**src/rtl/fml_video_arbiter.sv**
```systemverilog
// Two-port FML arbiter: a video fetch port and a CPU port share one FML master.
// Video wins by default; a starvation counter forces a CPU grant after starve_max video grants.
module fml_video_arbiter #(
  parameter int fml_depth  = 25,
  parameter int starve_max = 4
) (
  input  logic                 clk,
  input  logic                 rst,

  input  logic [fml_depth-1:0] vid_adr,
  input  logic                 vid_stb,
  output logic                 vid_ack,
  output logic [15:0]          vid_di,

  input  logic [fml_depth-1:0] cpu_adr,
  input  logic                 cpu_stb,
  input  logic                 cpu_we,
  input  logic [1:0]           cpu_sel,
  input  logic [15:0]          cpu_do,
  output logic                 cpu_ack,
  output logic [15:0]          cpu_di,

  output logic [fml_depth-1:0] fml_adr,
  output logic                 fml_stb,
  output logic                 fml_we,
  output logic [1:0]           fml_sel,
  output logic [15:0]          fml_do,
  input  logic                 fml_ack,
  input  logic [15:0]          fml_di
);

  typedef enum logic [1:0] {IDLE, VID, CPU} state_t;

  // The counter is 3 bits wide, so a larger starve_max is clamped to its ceiling.
  localparam int              STARVE_CAP = (starve_max > 7) ? 7 : starve_max;
  localparam logic [2:0]      STARVE_LIM = 3'(STARVE_CAP);

  state_t     state;
  logic [2:0] starve_cnt;
  logic       armed;
  logic       cpu_first;

  assign cpu_first = cpu_stb && (starve_cnt >= STARVE_LIM);

  // armed keeps the first clock edge after reset release free of grants.
  always_ff @(posedge clk or posedge rst) begin
    if (rst) begin
      state      <= IDLE;
      starve_cnt <= 3'd0;
      armed      <= 1'b0;
      fml_adr    <= '0;
      fml_stb    <= 1'b0;
      fml_we     <= 1'b0;
      fml_sel    <= 2'b00;
      fml_do     <= 16'h0000;
      vid_ack    <= 1'b0;
      vid_di     <= 16'h0000;
      cpu_ack    <= 1'b0;
      cpu_di     <= 16'h0000;
    end else begin
      armed   <= 1'b1;
      vid_ack <= 1'b0;
      cpu_ack <= 1'b0;
      case (state)
        IDLE: begin
          if (!cpu_stb)
            starve_cnt <= 3'd0;
          if (armed) begin
            if (vid_stb && !cpu_first) begin
              state   <= VID;
              fml_adr <= vid_adr;
              fml_we  <= 1'b0;
              fml_sel <= 2'b11;
              fml_stb <= 1'b1;
              if (cpu_stb && starve_cnt != 3'd7)
                starve_cnt <= starve_cnt + 3'd1;
            end else if (cpu_stb) begin
              state      <= CPU;
              fml_adr    <= cpu_adr;
              fml_we     <= cpu_we;
              fml_sel    <= cpu_sel;
              fml_do     <= cpu_do;
              fml_stb    <= 1'b1;
              starve_cnt <= 3'd0;
            end
          end
        end
        VID: begin
          if (fml_ack) begin
            vid_ack <= 1'b1;
            vid_di  <= fml_di;
            fml_stb <= 1'b0;
            state   <= IDLE;
          end
        end
        CPU: begin
          // Writes complete with an ack but leave the last read data in place.
          if (fml_ack) begin
            cpu_ack <= 1'b1;
            if (!fml_we)
              cpu_di <= fml_di;
            fml_stb <= 1'b0;
            state   <= IDLE;
          end
        end
        default: state <= IDLE;
      endcase
    end
  end

endmodule
```
**config.mk**
```make
export PLATFORM = sky130hd
export DESIGN_NAME = fml_video_arbiter
export DESIGN_NICKNAME = d
export VERILOG_FILES = /design/src/rtl/fml_video_arbiter.sv
export SDC_FILE = /design/constraint.sdc
export NUM_CORES = 1
export LEC_CHECK = 0
export CORE_MARGIN = 2
export CORE_UTILIZATION = 41
export DETAILED_ROUTE_END_ITERATION = 12
export GPL_ROUTABILITY_DRIVEN = 0
export PLACE_DENSITY = 0.8
export SYNTH_ARGS = -nofsm -noshare
export SYNTH_HDL_FRONTEND = slang
export SYNTH_SLANG_ARGS = --single-unit
```
**constraint.sdc**
```tcl
create_clock -name clk -period 3.2 [get_ports clk]
set_clock_uncertainty 0.15 [all_clocks]
set_input_delay 0.48 -clock clk [delete_from_list [all_inputs] [get_ports clk]]
set_output_delay 0.48 -clock clk [all_outputs]
set_load 0.01 [all_outputs]
```
---- After elaboration in Yosys (flattened, before gate mapping) ----
Cells that the tools add are included.
storage, ports and cells
  register bits ........................... 85
  latch bits .............................. 0
  bits in writable memories ............... 0
  memory bits (read-only) ................. 0
  input bits .............................. 90
  output and inout port bits .............. 79
  logic and storage cells ................. 60
  memories ................................ 0
cells by class
  add/subtract/negate cells ............... 1
  multiply operators ...................... 0
  div/mod/pow operators ................... 0
  order comparisons ....................... 1
  eq/ne operators ......................... 6
  shifts and indexed selects .............. 0
  mux-type cells .......................... 24
  bitwise logic cells ..................... 2
  reductions and logical operators ........ 14
operators with widths
  cell                                                                      number
  25-bit two-way mux                                                        2
  3-bit two-way mux                                                         5
  2-bit two-way mux                                                         6
  1-bit two-way mux                                                         9
  3-bit AND reduction                                                       3
  4-bit AND reduction                                                       2
  3-bit inequality test (second input constant)                             2
  2-bit case mux with 2 select lines                                        1
  2-bit nonzero test                                                        2
  3-bit by 1-bit adder with 3-bit output (second input constant)            1
  3-bit greater-or-equal comparator (second input constant)                 1
  1-bit logical AND                                                         3
  2-bit by 1-bit equality test with 1-bit output (second input constant)    1
  2-bit equality test (second input constant)                               1
  2-bit zero test                                                           1
  2-bit by 1-bit inequality test with 1-bit output (second input constant)  1
  2-bit inequality test (second input constant)                             1
  1-bit inverter                                                            2
  1-bit case mux with 2 select lines                                        1
  2-bit AND reduction                                                       1
  2-bit OR reduction                                                        1
  1-bit zero test                                                           1

---- Logic depth before layout (Yosys ltp) ----
  word-level depth ........................ 7
  gate-level depth with buffers ........... 8

---- Worst setup path after synthesis ----
OpenSTA, ideal clock, no wires.
  kind .................................... reg2reg
  from .................................... register state[0]
  to ...................................... register fml_do[0]
  setup time .............................. 0.125 ns
  arrival ................................. 1.496 ns
  required time ........................... 2.925 ns
  path slack .............................. 1.429 ns
  cell stages (with the launch flop) ...... 9
  period minus slack after synthesis ...... 1.771 ns
  cell sequence ........................... dfrtp_1 inv_1 ha_1 buf_2 nand3_4 nor2b_4 buf_6 buf_12 mux2_4
on the way
  longest elaborated chain between the ends .. 2
RTL lines
  item                                  RTL line  text
  start: declaration                    38        state_t state;
  start signal: assignment              48        state <= IDLE;
  start signal: assignment              70        state <= VID;
  start signal: assignment              78        state <= CPU;
  2-bit zero test                       64        case (state)
  4-bit AND reduction (no source line)  -
  end signal: assignment                82        fml_do <= cpu_do;
  end: declaration                      27        output logic [15:0] fml_do,
Every way passes these cells.
A chain may end at the register's enable or synchronous reset.

---- Worst setup path in the final report ----
  from .................................... register state[0]
  to ...................................... register fml_do[8]
The elaborated chain is that of the path after synthesis.

==> results.txt <==
The number of setup violations in the final report is 0, and the number of core rows is 34. The number of clock buffers added by TritonCTS is 9. After global routing the overflow that remains totals 0. Headroom to the max-slew limit came out at 43.4%. The count of warnings emitted by yosys is 0, and the pin count of the biggest net entering global routing is 47. Cells with a size suffix above 1 make up 16.1% of the layout.

The die covers 9660 um^2. The run gives 169 as the number of primary I/O pins. The average detailed-routed wire length per instance is 16.4 um, and the gate count of the mapped netlist is 269. Dividing total power by cell area gives a power density of 859 nW/um^2.

The combined buffer and inverter count along the critical path was 1. The final layout contains routed wiring with a total length of 9020 um. The first global-routing pass estimated 14600 um of wire. The tools report the number of levels in the clock H-tree as 3. Max-capacitance violation count: 0. The worst setup path is captured at a flop. The initial utilization of the core area, before any placement, comes to 42.0%. The signal on the critical path passes through inv_1 > ha_1 > nand3_4 > nor2b_4 > mux2_2. The height of the die works out to 98.3 um. Counting along the longest clock path gives a buffer depth of 2. For the HPWL after detailed placement, the log shows 6910 um. The routed via count was 2728; the number of nets in the synthesized netlist was 364.

The run gives 0 as the antenna diode count. Initial antenna violation count: 0. After clock tree synthesis, the clock-pin slew on the worst setup and hold paths is 0.09 ns.

Timing would allow up to 0.445 GHz. The run finished with clean final reports. In this run the post-CTS setup repair buffer count came out at 0. The logs give 2884 for the number of global-route vias before repair and 19.2% for the overall fraction of global-route tracks in use. The root buffer cell chosen for the clock tree is sky130_fd_sc_hd__clkbuf_8.

In the post-route analysis, the smallest setup slack over all paths is 0.954 ns. The logs give 0 for the number of antenna-violating nets in the routed design and 0.578 ns for the placement-stage worst setup slack. The number of sinks handled by clock tree synthesis was 85. Synthesis inferred 85 register bits. The logs give 0.318 mV for the peak supply drop and 0 for the number of design rule violations left after detail routing.

The count of final max-slew check failures is 0, and the die boundary width is 98.3 um. The core region is 8680 um^2. During placement, the flow inserted port buffers numbering 168.

Data arrives at the worst endpoint at 2.34 ns. The type of element launching the critical path is a flop. Class of the tightest hold or removal check: reg -> reg. The logs give 0.35 ns for the clock insertion delay at the later pin of the skew report and 80 for the count of routing violations after the opening detailed-route iteration.

TritonCTS built the clock tree. For this design, the CTS-stage hold fixing added 0 buffers. The portion of the clock cycle consumed by the worst path in the final layout is 70.2%, and the first-pass iteration count of the detailed router is 4.

In this run the cell area of the synthesized design comes to 3640 um^2. The slowest stage of the critical path belongs to the cell sky130_fd_sc_hd__nor2b_4. The number of nets in the finished design came out at 531. Each instance of the synthesized netlist takes up on average 13.5 um^2. Synthesis instantiated 36 different standard cells from the library. The cell leakage power came out at 2.43 nW. The worst setup path is of the reg -> reg kind.

Largest delay contributor family on the critical path: simple AND/OR/NAND/NOR gates. The stage delay of the slowest cell on the critical path came out at 0.54 ns. Setup repair after global routing left no endpoint under its margin. Of all nets on the critical path, the largest fanout is 18. The run gives 58.4% as the sequential fraction of the synthesis area.

For the finished layout, the period the worst path requires is 2.25 ns. The total negative slack for setup checks was 0 ns; the growth of design area from synthesis to finish was 53.0%. Data on the critical path is required at its endpoint by 3.30 ns.

The final hold violation count was 0; the detail-routed via count per cell was 4.97. At the pin with the least slew margin, the transition time is 0.849 ns. The number of instances resized during post-cts repair was 0.
==> through the flow <==
| step | hold WS [ns] | std cells | util (%) | total power (W) | cell area (um^2) |
|---|---|---|---|---|---|
| after floorplan | 0.320 | 269 | - | 0.00283 | 3640 |
| after global placement | 0.313 | 533 | 62.1 | 0.00404 | 5390 |
| after detailed placement | 0.324 | 533 | 62.1 | 0.00414 | 5390 |
| after CTS | 0.345 | 549 | 64.2 | 0.00485 | 5570 |
| after global routing | 0.369 | 549 | 64.2 | 0.00508 | 5570 |
| final | 0.338 | 549 | 64.2 | 0.00479 | 5570 |
==> power breakdown <==
group | switching [W] | internal [W] | total [W]
clock | 0.000415 | 0.000293 | 0.000708
sequential | 0.000272 | 0.00158 | 0.00185
combinational | 0.000868 | 0.00137 | 0.00223
total | 0.00156 | 0.00323 | 0.00479
==> registers in the layout (all words and copies together) (netlist names), 2 cells and up <==
signal      flops
cpu_di         16
fml_adr        25
fml_do         16
fml_sel         2
starve_cnt      3
state           2
vid_di         16
==> synth_stat cells (all sizes together) <==
master / n / share of area, %
inv: 7 / 0.72
a2bb2oi: 1 / 0.24
o22a: 2 / 0.48
a22o: 3 / 0.79
and2: 2 / 0.34
conb: 1 / 0.10
nand3: 1 / 0.48
mux2: 48 / 16
clkbuf: 2 / 0.24
o211ai: 1 / 0.34
a21oi: 2 / 0.27
or4b: 1 / 0.27
nor2b: 3 / 0.72
nand2: 29 / 3.0
ha: 5 / 1.7
dfrtp: 85 / 58
a21boi: 2 / 0.72
nand2b: 2 / 0.34
o221ai: 2 / 0.48
nor4b: 1 / 0.24
nand4: 1 / 0.17
o21ai: 27 / 3.7
buf: 13 / 3.2
nor2: 2 / 0.21
mux2i: 26 / 7.1
==> cells by family (layout without fill, tap and decap cells) <==
logic type      Yosys count  after routing  share of synthesized area (%)
simple gates             42             42                           5.77
flops                    85             85                           58.4
mux                      74             74                           22.8
other cells               1              1                          0.103
fa+ha+maj                 5              5                           1.72
buf+inv                  22            194                           4.19
compound gates           40             40                           7.04
==> layer usage <==
metal | vias up | routed length (um) | global-route usage, %
li1 | 1273 | - | -
met1 | 1324 | 3750 | 23.1
met2 | 118 | 4480 | 33.0
met3 | 13 | 625 | 4.87
met4 | 0 | 168 | 7.80
met5 | - | 0 | 0
==> placed cells by master, fill, tap and decap left out, drive strengths merged <==
cell           count
nand3              1
and2               2
nand2             29
o211ai             1
nand2b             2
a2bb2oi            1
conb               1
o22a               2
o21ai             27
inv                8
clkdlybuf4s50    168
clkbuf             9
a21boi             2
nor2               2
dfrtp             85
mux2i             26
o221ai             2
nand4              1
buf                3
a22o               3
or4b               1
nor2b              3
nor4b              1
clkinvlp           1
a21oi              2
ha                 5
mux2              48
clkinv             5
==> cell type report <==
class                   count  area, um^2
clock buffers               9         124
clock inverters             7        58.8
fillers                   707        3100
inverters                   7        27.5
multi-input cells         162        1370
flip-flops and latches     85        2130
well taps                 108         135
repair buffers            171        1730
==> worst paths after layout <==
| check | startpoint | end | slack [ns] | cells after the start |
|---|---|---|---|---|
| worst max-delay path | state[0] | fml_do[8] | 0.95 | 5 |
| max in group asynchronous | rst | fml_do[2] | 1.84 | 3 |
| min in group asynchronous | rst | vid_di[3] | 0.38 | 2 |
| worst max register to register | state[0] | fml_do[8] | 0.95 | 5 |
| worst min register to register | fml_adr[1] | fml_adr[1] | 0.34 | 2 |
| worst min-delay path | fml_adr[1] | fml_adr[1] | 0.34 | 2 |
==> worst reg2reg max path: cells and delay by family, from the launching register on <==
family	cells	cell delay, ns
and+or+nand+nor	2	0.68
muxes	1	0.42
adders and majority gates	1	0.41
DFF	1	0.39
buffers and inverters	1	0.11
No activity file was read; power rests on OpenSTA's default activity.
